File: src/rtl/timer_counter_pkg.sv
// Shared definitions for the memory-mapped down-counting timer: register offsets,
// CTRL field layout, mode codes and controller state encoding.
package timer_counter_pkg;

    localparam logic [1:0] OFF_CTRL   = 2'd0;
    localparam logic [1:0] OFF_PRESET = 2'd1;
    localparam logic [1:0] OFF_COUNT  = 2'd2;

    localparam int CTRL_EN       = 0;
    localparam int CTRL_MODE_LSB = 1;
    localparam int CTRL_MODE_MSB = 2;
    localparam int CTRL_IM       = 3;
    localparam int CTRL_BITS     = 4;

    localparam logic [1:0] MODE_ONESHOT = 2'd0;
    localparam logic [1:0] MODE_AUTO    = 2'd1;

    typedef enum logic [1:0] {
        ST_IDLE = 2'd0,
        ST_LOAD = 2'd1,
        ST_CNT  = 2'd2,
        ST_INT  = 2'd3
    } tc_state_e;

    // Field order mirrors the bit positions above (IM at bit 3, EN at bit 0).
    typedef struct packed {
        logic       im;
        logic [1:0] mode;
        logic       en;
    } ctrl_t;

    localparam ctrl_t CTRL_RESET = '{im: 1'b0, mode: 2'b00, en: 1'b0};

    function automatic logic [31:0] ctrl_to_word(input ctrl_t c);
        return {28'd0, c};
    endfunction

    function automatic ctrl_t word_to_ctrl(input logic [31:0] w);
        return ctrl_t'(w[CTRL_BITS-1:0]);
    endfunction

endpackage

File: src/rtl/timer_counter.sv
// Memory-mapped 32-bit down-counting timer with one-shot and auto-reload modes,
// level interrupt request and a combinational read mux on the register offset.
module timer_counter
    import timer_counter_pkg::*;
#(
    parameter int CNT_WIDTH = 32
)(
    input  logic        clk,
    input  logic        reset,
    input  logic [29:0] Addr,
    input  logic        WE,
    input  logic [31:0] Din,
    output logic [31:0] Dout,
    output logic        IRQ
);

    localparam logic [CNT_WIDTH-1:0] CNT_ZERO = {CNT_WIDTH{1'b0}};
    localparam logic [CNT_WIDTH-1:0] CNT_ONE  = {{(CNT_WIDTH-1){1'b0}}, 1'b1};

    tc_state_e            r_state;
    ctrl_t                r_ctrl;
    logic [CNT_WIDTH-1:0] r_preset;
    logic [CNT_WIDTH-1:0] r_count;
    logic                 r_irq_flag;

    tc_state_e            w_state_nxt;
    ctrl_t                w_ctrl_nxt;
    logic [CNT_WIDTH-1:0] w_preset_nxt;
    logic [CNT_WIDTH-1:0] w_count_nxt;
    logic                 w_flag_nxt;
    logic                 w_en_fsm;
    logic                 w_flag_fsm;

    logic [1:0]           w_offset;
    logic                 w_ctrl_we;
    logic                 w_preset_we;
    logic                 w_unused_addr;

    assign w_offset      = Addr[1:0];
    assign w_ctrl_we     = WE & (w_offset == OFF_CTRL);
    assign w_preset_we   = WE & (w_offset == OFF_PRESET);
    assign w_unused_addr = ^Addr[29:2];

    // Controller next-state: reload, count down, raise and retire the interrupt flag
    always_comb begin
        w_state_nxt = r_state;
        w_count_nxt = r_count;
        w_en_fsm    = r_ctrl.en;
        w_flag_fsm  = r_irq_flag;
        case (r_state)
            ST_IDLE: begin
                if (r_ctrl.en) begin
                    w_state_nxt = ST_LOAD;
                end else begin
                    w_state_nxt = ST_IDLE;
                end
            end
            ST_LOAD: begin
                w_count_nxt = r_preset;
                w_flag_fsm  = 1'b0;
                w_state_nxt = ST_CNT;
            end
            ST_CNT: begin
                if (!r_ctrl.en) begin
                    w_state_nxt = ST_IDLE;
                end else if (r_count > CNT_ONE) begin
                    w_count_nxt = r_count - CNT_ONE;
                end else begin
                    // A preset of 0 expires after a single counting cycle, like 1.
                    w_count_nxt = CNT_ZERO;
                    w_flag_fsm  = 1'b1;
                    w_state_nxt = ST_INT;
                end
            end
            ST_INT: begin
                if (r_ctrl.mode == MODE_AUTO) begin
                    w_flag_fsm = 1'b0;
                end else begin
                    w_en_fsm = 1'b0;
                end
                w_state_nxt = ST_IDLE;
            end
            default: begin
                w_state_nxt = ST_IDLE;
            end
        endcase
    end

    // Bus writes override the controller's own CTRL/flag updates in the same edge
    always_comb begin
        w_ctrl_nxt = r_ctrl;
        w_flag_nxt = w_flag_fsm;
        if (w_ctrl_we) begin
            w_ctrl_nxt = word_to_ctrl(Din);
            w_flag_nxt = 1'b0;
        end else begin
            w_ctrl_nxt.en = w_en_fsm;
            w_flag_nxt    = w_flag_fsm;
        end
    end

    // PRESET only changes on a bus write; LOAD in the same edge sees the old value
    always_comb begin
        w_preset_nxt = r_preset;
        if (w_preset_we) begin
            w_preset_nxt = CNT_WIDTH'(Din);
        end else begin
            w_preset_nxt = r_preset;
        end
    end

    // State and register update with asynchronous reset
    always_ff @(posedge clk or posedge reset) begin
        if (reset) begin
            r_state    <= ST_IDLE;
            r_ctrl     <= CTRL_RESET;
            r_preset   <= CNT_ZERO;
            r_count    <= CNT_ZERO;
            r_irq_flag <= 1'b0;
        end else begin
            r_state    <= w_state_nxt;
            r_ctrl     <= w_ctrl_nxt;
            r_preset   <= w_preset_nxt;
            r_count    <= w_count_nxt;
            r_irq_flag <= w_flag_nxt;
        end
    end

    // Zero-latency read mux on the register offset
    always_comb begin
        Dout = 32'd0;
        case (w_offset)
            OFF_CTRL:   Dout = ctrl_to_word(r_ctrl);
            OFF_PRESET: Dout = 32'(r_preset);
            OFF_COUNT:  Dout = 32'(r_count);
            default:    Dout = 32'd0;
        endcase
    end

    assign IRQ = r_ctrl.im & r_irq_flag;

endmodule

File: config.mk
export PLATFORM = sky130hd
export DESIGN_NAME = timer_counter
export DESIGN_NICKNAME = d
export VERILOG_FILES = /design/src/rtl/timer_counter_pkg.sv /design/src/rtl/timer_counter.sv
export SDC_FILE = /design/constraint.sdc
export NUM_CORES = 1
export LEC_CHECK = 0
export BUFFER_PORTS_ARGS = -buffer_cell sky130_fd_sc_hd__buf_4
export CORE_ASPECT_RATIO = 1.75
export CORE_MARGIN = 3
export CORE_UTILIZATION = 49
export DETAILED_ROUTE_END_ITERATION = 8
export PLACE_DENSITY = 0.77
export SLEW_MARGIN = 15
export SYNTH_ARGS = -nofsm -noshare
export SYNTH_HDL_FRONTEND = slang
export SYNTH_SLANG_ARGS = --single-unit
File: constraint.sdc
create_clock -name clk -period 2.25 [get_ports clk]
set_input_delay 0.1125 -clock clk [delete_from_list [all_inputs] [get_ports clk]]
set_output_delay 0.1125 -clock clk [all_outputs]
set_load 0.02 [all_outputs]
==> metrics.yaml <==
outcome:
  outcome: "complete, but fails checks"
  violations: "setup timing"
clock_network:
  tritoncts: "yes"
  clock_sinks: 71
  clock-root-buffer: "clkbuf_16"
  path_clk_slew_ns: 0.05
  cts-htree-levels: 3
  cts_buffers: 9
  clk_latency_ns: 0.33
  cts.path.max_buffers: 2
synth:
  yosysSeqAreaShare_pct: 44.3
  yosys_register_bits: 71
  synth_area_per_cell_sq_um: 10.1
  synthTopCellsByArea: "dfrtp_1 (44%), mux2_2 (10%), a22o_1 (7.0%)"
  synthDistinctLibCells: 56
  yosysTopAreaCell: "dfrtp_1"
  synthArstFlopShare_pct: 100
  synth_warnings: 0
  synth_top_area_share_pct: 44.3
  synth_edf_count: 0
  synth_area_sq_um: 4010
  synth_cells: 395
  synth_flop_cell: "dfrtp_1"
  synth.net_count: 462
drt:
  first_pass_iters: 6
  drt_iter0_drc: 388
  vias: 4016
  ant_nets: 0
  drt-total-wl_mm: 13.1
  viasPerCell: 6.49
  wl_per_cell_um: 21.1
  drc: 0
setup_path:
  r2r_slack_ns: -0.06
  worst_path_largest_cell_delay_ns: 0.59
  critPathCaptureType: "register"
  worstPathCellList: "or3_4 > or4_4 > o31ai_4 > buf_6 > o22ai_2 > a221o_1"
  start_kind: "register"
  crit_path_top_delay_cell: "or4_4"
  cp.required_ns: 2.46
  cp_max_fo: 6
  critPathKind: "reg2reg"
  crit_cells: 6
  r2r_cells: 6
  crit_arrival_ns: 2.53
  path_delay_family: "simple AND/OR/NAND/NOR gates"
  path_buf_inv: 1
sta:
  drv_slew: 0
  finalWorstSetupSlack_ns: -0.0612
  setup_viol: 11
  finalCriticalPeriod_ns: 2.31
  max_slew.worst_pin.slew_ns: 0.642
  hold_viol: 0
  rsz0062_at_grt: "true"
  max_freq_mhz: 433
  post-route-period-util_pct: 103
  slew_headroom_pct: 57.1
  clock_skew_ns: 0.00497
die:
  die_h_um: 126
  coreArea_sq_um: 7960
  rows: 43
  die_area_sq_um: 9340
  pin_count: 98
  die_x_um: 74.4
  start_util_pct: 50.3
placed_design:
  placed_cells: 598
  io_buffers: 69
  dp_hpwl_mm: 9.17
  place_congestion: 0.973
finish:
  final-instance-count-excl-fill: 619
  layout_commonest_cell: "buf_4"
  drive_above_1_share_pct: 43.1
  final_util_pct: 69.3
  fin_nets: 593
  antenna_cells: 0
  final_cell_mix: "buf_4 (143), dfrtp_1 (71), mux2_2 (36)"
  syn2layout_area_growth_pct: 37.8
power_and_ir_drop:
  p_total_w: 0.00695
  p_leak_nw: 2.46
  ir_drop_mv: 0.746
  p_per_area_nw_per_um2: 1260
global_route:
  grt_pass1_wl_mm: 20.5
  grt_pass1_vias: 4200
  grt_usage_pct: 29.0
  antenna_found_initial: 0
  grt_max_degree: 45
  gr-total-overflow: 0
worst_hold_path:
  holdPathStages: 2
  hp-class: "in2reg"
run:
  cap_violations: 0
-- synthesized netlist by cell type, types with 2 or more instances --
cell type	n
nand2_1	28
or4_4	3
nor4_1	11
a22o_1	32
o21ai_1	4
nand3_1	13
a21boi_0	2
or2_2	3
nor2b_1	4
inv_1	12
buf_1	4
a222oi_1	3
o22ai_1	4
a31oi_1	4
or4_1	2
o211ai_1	6
clkbuf_1	22
nand2b_1	4
mux2_2	36
o2bb2ai_1	6
o311ai_0	4
o21ai_0	16
a32oi_1	7
o31ai_1	2
and2_1	2
mux2i_1	4
and4_1	2
dfrtp_1	71
buf_6	2
or3_1	10
nand4_1	4
o41ai_1	3
nor2_1	14
nor4b_1	2
nor3_1	15
a22oi_1	7
ha_1	2
a21oi_1	7
-- cells by family (layout without fill, tap and decap cells) --
family                     count (synthesis)  after routing  share of synthesized area, %
AOI/OAI and AO/OA                        122            122                          23.6
adders and majority gates                  2              2                         0.625
buffers and inverters                     40            174                          4.12
DFF                                       71             71                          44.3
muxes                                     40             40                          11.1
and+or+nand+nor                          120            120                          16.2
-- layout make-up --
| type | count | area, sq um |
|---|---|---|
| clock buffer | 14 | 284 |
| fill | 652 | 2440 |
| inverter | 12 | 45.0 |
| multi-input combinational | 284 | 2170 |
| sequential | 71 | 1780 |
| tap | 90 | 113 |
| timing repair buffer | 148 | 1130 |
-- path summary, 6_finish.rpt --
check / startpoint / endpoint
worst min register to register: r_preset[24] / r_preset[24]
max in group asynchronous: reset / r_count[12]
worst max register to register: r_count[4] / r_count[6]
worst min-delay path: Din[10] / r_preset[10]
worst max-delay path: r_count[4] / r_count[6]
min in group asynchronous: reset / r_preset[30]
-- worst register-to-register path, delay by kind of cell (launching register included) --
| family | cells | cell delay (ns) |
|---|---|---|
| buffers and inverters | 1 | 0.17 |
| and+or+nand+nor | 2 | 0.98 |
| DFF | 1 | 0.39 |
| AOI/OAI and AO/OA | 3 | 0.65 |
-- what timing repair did --
item / CTS / global route
pin swaps: 13 / 9
resized for setup: 12 / 17
endpoints found under the hold margin: 27 / 0
setup buffers: 4 / 2
setup endpoints to repair: 10 / 27
gates cloned: 1 / 1
hold buffers: 1 / 0
-- stage by stage --
stage | setup TNS, ns | setup slack, ns | instance area, sq um | hold slack [ns]
after floorplan | -0.0210 | -0.00845 | 4020 | 0.263
after global placement | -0.103 | -0.0563 | 5090 | 0.223
after detailed placement | -0.373 | -0.0802 | 5090 | 0.239
after CTS | -0.109 | -0.0401 | 5450 | 0.0000274
after global routing | -1.17 | -0.104 | 5520 | 0.000295
final | -0.272 | -0.0612 | 5520 | 0.00864
-- power by group --
group | switching, W | internal, W
clock network | 0.000493 | 0.000854
registers | 0.000355 | 0.00168
logic | 0.00195 | 0.00162
total | 0.00280 | 0.00416
-- sequential cells by signal (all words and copies together) (netlist names) --
name,count
r_irq_flag,1
r_count,32
r_state,2
r_preset,32
r_ctrl,4
-- layer usage --
| layer | vias to the layer above | GRT usage [%] | part of all wire (%) |
|---|---|---|---|
| met4 | 0 | 17.3 | 4.9 |
| met1 | 1973 | 33.5 | 37 |
| met2 | 187 | 47.7 | 52 |
| met3 | 52 | 6.31 | 6.4 |
| met5 | - | 0 | 0 |
| li1 | 1804 | - | - |
No activity file was read; power rests on OpenSTA's default activity.
